### config.mk
export PLATFORM = sky130hd
export DESIGN_NAME = serial_to_parallel
export DESIGN_NICKNAME = d
export VERILOG_FILES = /design/src/rtl/serial_to_parallel.sv
export SDC_FILE = /design/constraint.sdc
export NUM_CORES = 1
export LEC_CHECK = 0
export ABC_CLOCK_PERIOD_IN_PS = 1400
export CORE_AREA = 2 2 39 41
export CTS_BUF_LIST = sky130_fd_sc_hd__clkbuf_16
export CTS_CLUSTER_DIAMETER = 150
export CTS_CLUSTER_SIZE = 14
export DETAILED_ROUTE_END_ITERATION = 7
export DIE_AREA = 0 0 41 43
export DONT_BUFFER_PORTS = 1
export GPL_TIMING_DRIVEN = 0
export MAX_ROUTING_LAYER = met4
export PLACE_DENSITY = 0.35
export SETUP_SLACK_MARGIN = 0.2
export SYNTH_ARGS = -nofsm -noshare
export SYNTH_HDL_FRONTEND = slang
export SYNTH_SLANG_ARGS = --single-unit
### constraint.sdc
create_clock -name CLK -period 1.4 [get_ports CLK]
set_clock_uncertainty 0.2 [all_clocks]
set_input_delay 0.21 -clock CLK [delete_from_list [all_inputs] [get_ports CLK]]
set_output_delay 0.21 -clock CLK [all_outputs]
set_load 0.005 [all_outputs]
### src/rtl/serial_to_parallel.sv
// Serial-in, parallel-out shift register: one enabled bit per clock enters at
// DATA[0]; the oldest bit falls off DATA[DEPTH-1].
module serial_to_parallel #(
    parameter int DEPTH = 8
) (
    input  logic             CLK,
    input  logic             RST,
    input  logic             DATA_IN,
    input  logic             EN,
    output logic [DEPTH-1:0] DATA
);

    logic [DEPTH-1:0] shift_q;

    // A single-bit register has no shift path; keep the slice out of that build.
    generate
        if (DEPTH == 1) begin : g_single
            always_ff @(posedge CLK or posedge RST) begin
                if (RST) begin
                    shift_q <= '0;
                end else if (EN) begin
                    shift_q[0] <= DATA_IN;
                end
            end
        end else begin : g_shift
            always_ff @(posedge CLK or posedge RST) begin
                if (RST) begin
                    shift_q <= '0;
                end else if (EN) begin
                    shift_q <= {shift_q[DEPTH-2:0], DATA_IN};
                end
            end
        end
    endgenerate

    assign DATA = shift_q;

endmodule

==> results of run 1 <==
[power groups by stage]
stage                     combinational, mW  sequential [mW]  clock [mW]
after CTS                             0.117            0.362       0.482
after detailed placement              0.111            0.364           0
after floorplan                       0.104            0.344           0
after global routing                  0.125            0.376       0.493
final                                 0.115            0.358       0.470
after global placement                0.109            0.361           0
[per-layer routing]
metal / wire length (um) / vias to the layer above / global-route usage [%]
met5: 0 / - / -
met4: 8 / 0 / 8.00
met3: 59 / 2 / 6.28
met2: 266 / 9 / 10.9
met1: 207 / 88 / 9.24
li1: - / 71 / -
[area by class of cell]
type	instances	area, sq um	area share (%)
Buffer	1	11.3	2.50
Clock buffer	3	75.1	16.7
Inverter	1	3.75	0.833
Multi-Input combinational cell	8	120	26.7
Sequential cell	8	200	44.4
Tap cell	16	20.0	4.44
Timing Repair Buffer	2	20.0	4.44
[cells in the mapped netlist]
library cell and count:
inv_1 1, dfrtp_1 8, mux2_4 8, buf_6 1
[worst paths after layout]
path	slack [ns]	endpoint	cells past startpoint	from
min in group asynchronous	0.17	DATA[5]$_DFFE_PP0P_	2	RST
max	0.32	DATA[0]$_DFFE_PP0P_	2	DATA_IN
min reg2reg	0.34	DATA[7]$_DFFE_PP0P_	1	DATA[7]$_DFFE_PP0P_
min	0.11	DATA[0]$_DFFE_PP0P_	2	EN
max reg2reg	0.39	DATA[5]$_DFFE_PP0P_	1	DATA[5]$_DFFE_PP0P_
max in group asynchronous	0.59	DATA[1]$_DFFE_PP0P_	2	RST
[repair_timing]
item	CTS	global route
endpoints found under the hold margin	9	0
hold buffers	2	0
setup buffers	0	0
setup endpoints to repair	0	0
[kinds of logic after synthesis]
kind of cell           after synthesis  synth area share [%]
flip-flops                           8                  59.7
buffers and inverters                2                  4.48
multiplexers                         8                  35.8
==> metrics.yaml, run 1 <==
clocking:
  numCtsBuffers: 3
  clockBufferDepth: 2
  clk_latency_ns: 0.23
  cts_resized: 0
  cts_tree: "done"
  clock-sinks: 8
  clk_transition_reported_paths_ns: 0.04
  cts_root_buf: "clkbuf_16"
  htreeDepth: 1
global_routing:
  grt_overflow: 0
  grt_pass1_wl_um: 938
  antenna_found_initial: 0
  grt_max_degree: 9
  gr-usage-all-layers_pct: 9.02
  grt_pass1_vias: 187
yosys:
  synth-seq-cells: 8
  synth_top_cell_area_share_pct: 59.7
  syn-num-nets: 22
  synthCells: 18
  postSynthAreaPerCell_sq_um: 18.6
  synthDistinctLibCells: 4
  synth_warnings: 0
  synth_area_leaders: "dfrtp_1 (60%), mux2_4 (36%), buf_6 (3.4%)"
  yosysSeqAreaShare_pct: 59.7
  syn_area_sq_um: 335
  yosys.area.top_type: "dfrtp_1"
setup_path:
  cp_slowest_cell: "dlygate4sd3_1"
  start_kind: "input port"
  setup.worst_path.end_class: "flop"
  path_buf_inv: 1
  required_ns: 1.31
  path_class: "input port to flop"
  path_max_fanout: 1
  slowest_delay_ns: 0.53
  worstPathArrival_ns: 0.99
  path_cells: "dlygate4sd3_1 > mux2_4"
  path_delay_family: "buffers and inverters"
layout:
  synthToLayoutAreaGrowth_pct: 34.3
  final_area_sq_um: 450
  layout_common_cells: "dfrtp_1 (8), mux2_4 (8), clkbuf_16 (3)"
  final_cells: 39
  nets: 29
  drive_gt1_share_pct: 52.2
  largest_register_ffs: 8
  antenna_cells: 0
  final_util_pct: 32.5
  n_fill_cell: 142
timing:
  rsz0062_at_grt: "no"
  clock.fmax_mhz: 923
  min_period_ns: 1.08
  post-route-period-util_pct: 77.4
  fin_tns_setup_ns: 0
  holdWs_ns: 0.107
  slew_headroom_pct: 79.6
  setup_viol: 0
  setup_ws_ns: 0.317
  finalHoldViolCount: 0
  worst_pin_slew_ns: 0.306
  drv_slew: 0
placement:
  dp_hpwl_um: 377
  dp_slack_ns: 0.404
  gp_congestion: 0.569
  portBuffers: 0
  dp_cells: 34
  placed_area_sq_um: 355
routing:
  wirelength_um: 541
  num_vias: 170
  drcViolationCount: 0
  ant_nets: 0
  drt_first_pass_iters: 2
  vias_per_cell: 4.36
  drt-wirelength-per-cell_um: 13.9
  drt_iter0_drc: 1
pwr:
  power_frac_clock_pct: 49.8
  max-vdd-ir-drop_uv: 656
  switching_share_pct: 20.2
  leakage_nw: 0.217
  p_int_mw: 0.752
  finalPower_mw: 0.943
  p_sw_mw: 0.191
  power_frac_seq_pct: 38.0
  power.density_nw_per_um2: 2090
  pwr-share-comb_pct: 12.2
floorplanning:
  ioPinCount: 12
  initial_core_util_pct: 24.2
  core_area_sq_um: 1380
  dieArea_sq_um: 1760
  die_w_um: 41
  rows: 14
  die_height_um: 43
outcome:
  status: "complete, no violations"
run:
  drv_cap: 0
min_path:
  hold_path.class: "input port to flop"
(Power assumes the default switching activity.)
==> run 2, diff against run 1 <==
- ABC_CLOCK_PERIOD_IN_PS: 1400 -> 940
- PLACE_DENSITY: 0.35 -> 0.37
- clock period: 1.4 -> 0.94 ns (I/O delays scaled with it)
==> run 2 against run 1 <==
The run now ends with hold timing, setup timing left; power up 50%; die area is the same; wire length rose by 6.7%; via count decreased by 7.1%; sequential share of layout area grew 2.1 points; combinational power is 44% higher; hold slack worse by 0.56 ns; first-iteration DRC count is the same; largest power group unchanged; highest routed layer unchanged; largest cell class unchanged; critical path type is now flop to flop.
==> metrics.yaml, run 2 (synthesized netlist as in run 1, its figures left out) <==
clocking:
  clk_latency_ns: 0.23  # about the same
  cts_tree: "done"  # unchanged
  numCtsBuffers: 3  # unchanged
  htreeDepth: 1  # unchanged
  cts_resized: 0  # unchanged
  clockBufferDepth: 2  # unchanged
  cts_setup_buffers: 0  # unchanged
  cts_root_buf: "clkbuf_16"  # unchanged
  clock-sinks: 8  # unchanged
  clk_transition_reported_paths_ns: 0.04  # about the same
layout:
  nets: 27  # was 29
  largest_register_ffs: 8  # unchanged
  layout_common_cells: "dfrtp_1 (8), mux2_4 (8), clkbuf_16 (3)"  # unchanged
  synthToLayoutAreaGrowth_pct: 28.4  # was 34.3%
  drive_gt1_share_pct: 57.1  # was 52.2%
  final_area_sq_um: 430  # was 450 sq um
  final_util_pct: 31.1  # was 32.5%
  n_fill_cell: 135  # was 142
  antenna_cells: 0  # unchanged
  final_cells: 37  # was 39
setup_path:
  r2r_slack_ns: -0.07  # was 0.39 ns
  rr_startpoint: "DATA[5]$_DFFE_PP0P_"  # unchanged
  path_class: "flop to flop"  # was input port to flop
  setup.worst_path.end_class: "flop"  # unchanged
  worstPathArrival_ns: 0.92  # was 0.99 ns
  required_ns: 0.85  # was 1.31 ns
  r2r_cells: 1  # unchanged
  cp_slowest_cell: "dfrtp_1"  # was dlygate4sd3_1
  r2r-end: "DATA[5]$_DFFE_PP0P_"  # unchanged
  slowest_delay_ns: 0.41  # was 0.53 ns
  start_kind: "flop"  # was input port
  path_buf_inv: 0  # was 1
  path_delay_family: "flip-flops"  # was buffers and inverters
  cp.depth: 1  # was 2
  path_max_fanout: 3  # was 1
  path_cells: "mux2_4"  # was dlygate4sd3_1 > mux2_4
global_routing:
  antenna_found_initial: 0  # unchanged
  grt_pass1_wl_um: 869  # was 938 um
  grt_pass1_vias: 172  # was 187
  gr-usage-all-layers_pct: 8.75  # was 9.02%
  grt_max_degree: 9  # unchanged
  grt_overflow: 0  # unchanged
pwr:
  max-vdd-ir-drop_uv: 1230  # was 656 uV
  power_frac_seq_pct: 38.1  # was 38.0%
  switching_share_pct: 21.0  # was 20.2%
  power_frac_clock_pct: 50.2  # was 49.8%
  power.density_nw_per_um2: 3280  # was 2090 nW/um^2
  p_int_mw: 1.12  # was 0.752 mW
  leakage_nw: 0.209  # was 0.217 nW
  p_sw_mw: 0.297  # was 0.191 mW
  pwr-share-comb_pct: 11.7  # was 12.2%
  finalPower_mw: 1.41  # was 0.943 mW
outcome:
  violations: "hold timing, setup timing"
  status: "finished, violations left"  # was complete, no violations
timing:
  worst_pin_slew_ns: 0.299  # was 0.306 ns
  setup_ws_ns: -0.0652  # was 0.317 ns
  holdWs_ns: -0.458  # was 0.107 ns
  rsz0062_at_grt: "yes"  # was no
  slew_headroom_pct: 80.0  # was 79.6%
  setup_viol: 16  # was 0
  min_period_ns: 1.01
  fin_tns_setup_ns: -0.682  # was 0 ns
  drv_slew: 0  # unchanged
  post-route-period-util_pct: 107
  finalHoldViolCount: 9  # was 0
  clock.fmax_mhz: 995
routing:
  vias_per_cell: 4.27  # was 4.36
  ant_nets: 0  # unchanged
  drt_iter0_drc: 1  # unchanged
  wirelength_um: 577  # was 541 um
  drt-wirelength-per-cell_um: 15.6  # was 13.9 um
  drt_first_pass_iters: 2  # unchanged
  num_vias: 158  # was 170
  drcViolationCount: 0  # unchanged
placement:
  portBuffers: 0  # unchanged
  dp_hpwl_um: 408  # was 377 um
  dp_slack_ns: -0.0646  # was 0.404 ns
  dp_cells: 34  # unchanged
  gp_congestion: 0.567  # was 0.569
  placed_area_sq_um: 355  # unchanged
floorplanning:
  core_area_sq_um: 1380  # unchanged
  initial_core_util_pct: 24.2  # unchanged
  die_height_um: 43  # unchanged
  die_w_um: 41  # unchanged
  dieArea_sq_um: 1760  # unchanged
  ioPinCount: 12  # unchanged
  rows: 14  # unchanged
min_path:
  hold_path.class: "input port to async pin"  # was input port to flop
run:
  drv_cap: 0  # unchanged
==> run 2: cell count changes in the layout (fill, tap and decap cells not counted) <==
cell and change:
dlygate4sd3_1 -2
==> run 2: layout make-up <==
cell class,count,area [sq um],area share [%]
Sequential cell,8,200,46.5
Multi-Input combinational cell,8,120,27.9
Clock buffer,3,75.1,17.4
Tap cell,16,20.0,4.65
Buffer,1,11.3,2.62
Inverter,1,3.75,0.872
==> run 2: worst max-delay path by stage <==
stage | to | from
finish | DATA[5]$_DFFE_PP0P_ | DATA[5]$_DFFE_PP0P_
global route | DATA[5]$_DFFE_PP0P_ | DATA[5]$_DFFE_PP0P_
CTS | DATA[5]$_DFFE_PP0P_ | DATA[5]$_DFFE_PP0P_
detailed placement | DATA[4]$_DFFE_PP0P_ | DATA[4]$_DFFE_PP0P_
global placement | DATA[4]$_DFFE_PP0P_ | DATA[4]$_DFFE_PP0P_
floorplan | DATA[0]$_DFFE_PP0P_ | DATA[0]$_DFFE_PP0P_
==> run 2: repair_timing <==
action	CTS	global route
cloned	0	0
hold endpoints to repair	9	9
setup endpoints to repair	16	16
==> run 2: power groups by stage <==
| stage | Sequential, mW | Combinational [mW] | Clock, mW |
|---|---|---|---|
| floorplan | 0.512 | 0.155 | 0 |
| global placement | 0.536 | 0.163 | 0 |
| detailed placement | 0.546 | 0.169 | 0 |
| CTS | 0.545 | 0.168 | 0.716 |
| global route | 0.559 | 0.180 | 0.742 |
| finish | 0.538 | 0.166 | 0.709 |
==> run 2: per-layer routing <==
layer | global-route usage, % | up-vias | routed length [um]
li1 | - | 66 | -
met1 | 9.70 | 79 | 236
met2 | 10.0 | 11 | 238
met3 | 5.76 | 2 | 80
met4 | 8.00 | 0 | 22
met5 | - | - | 0
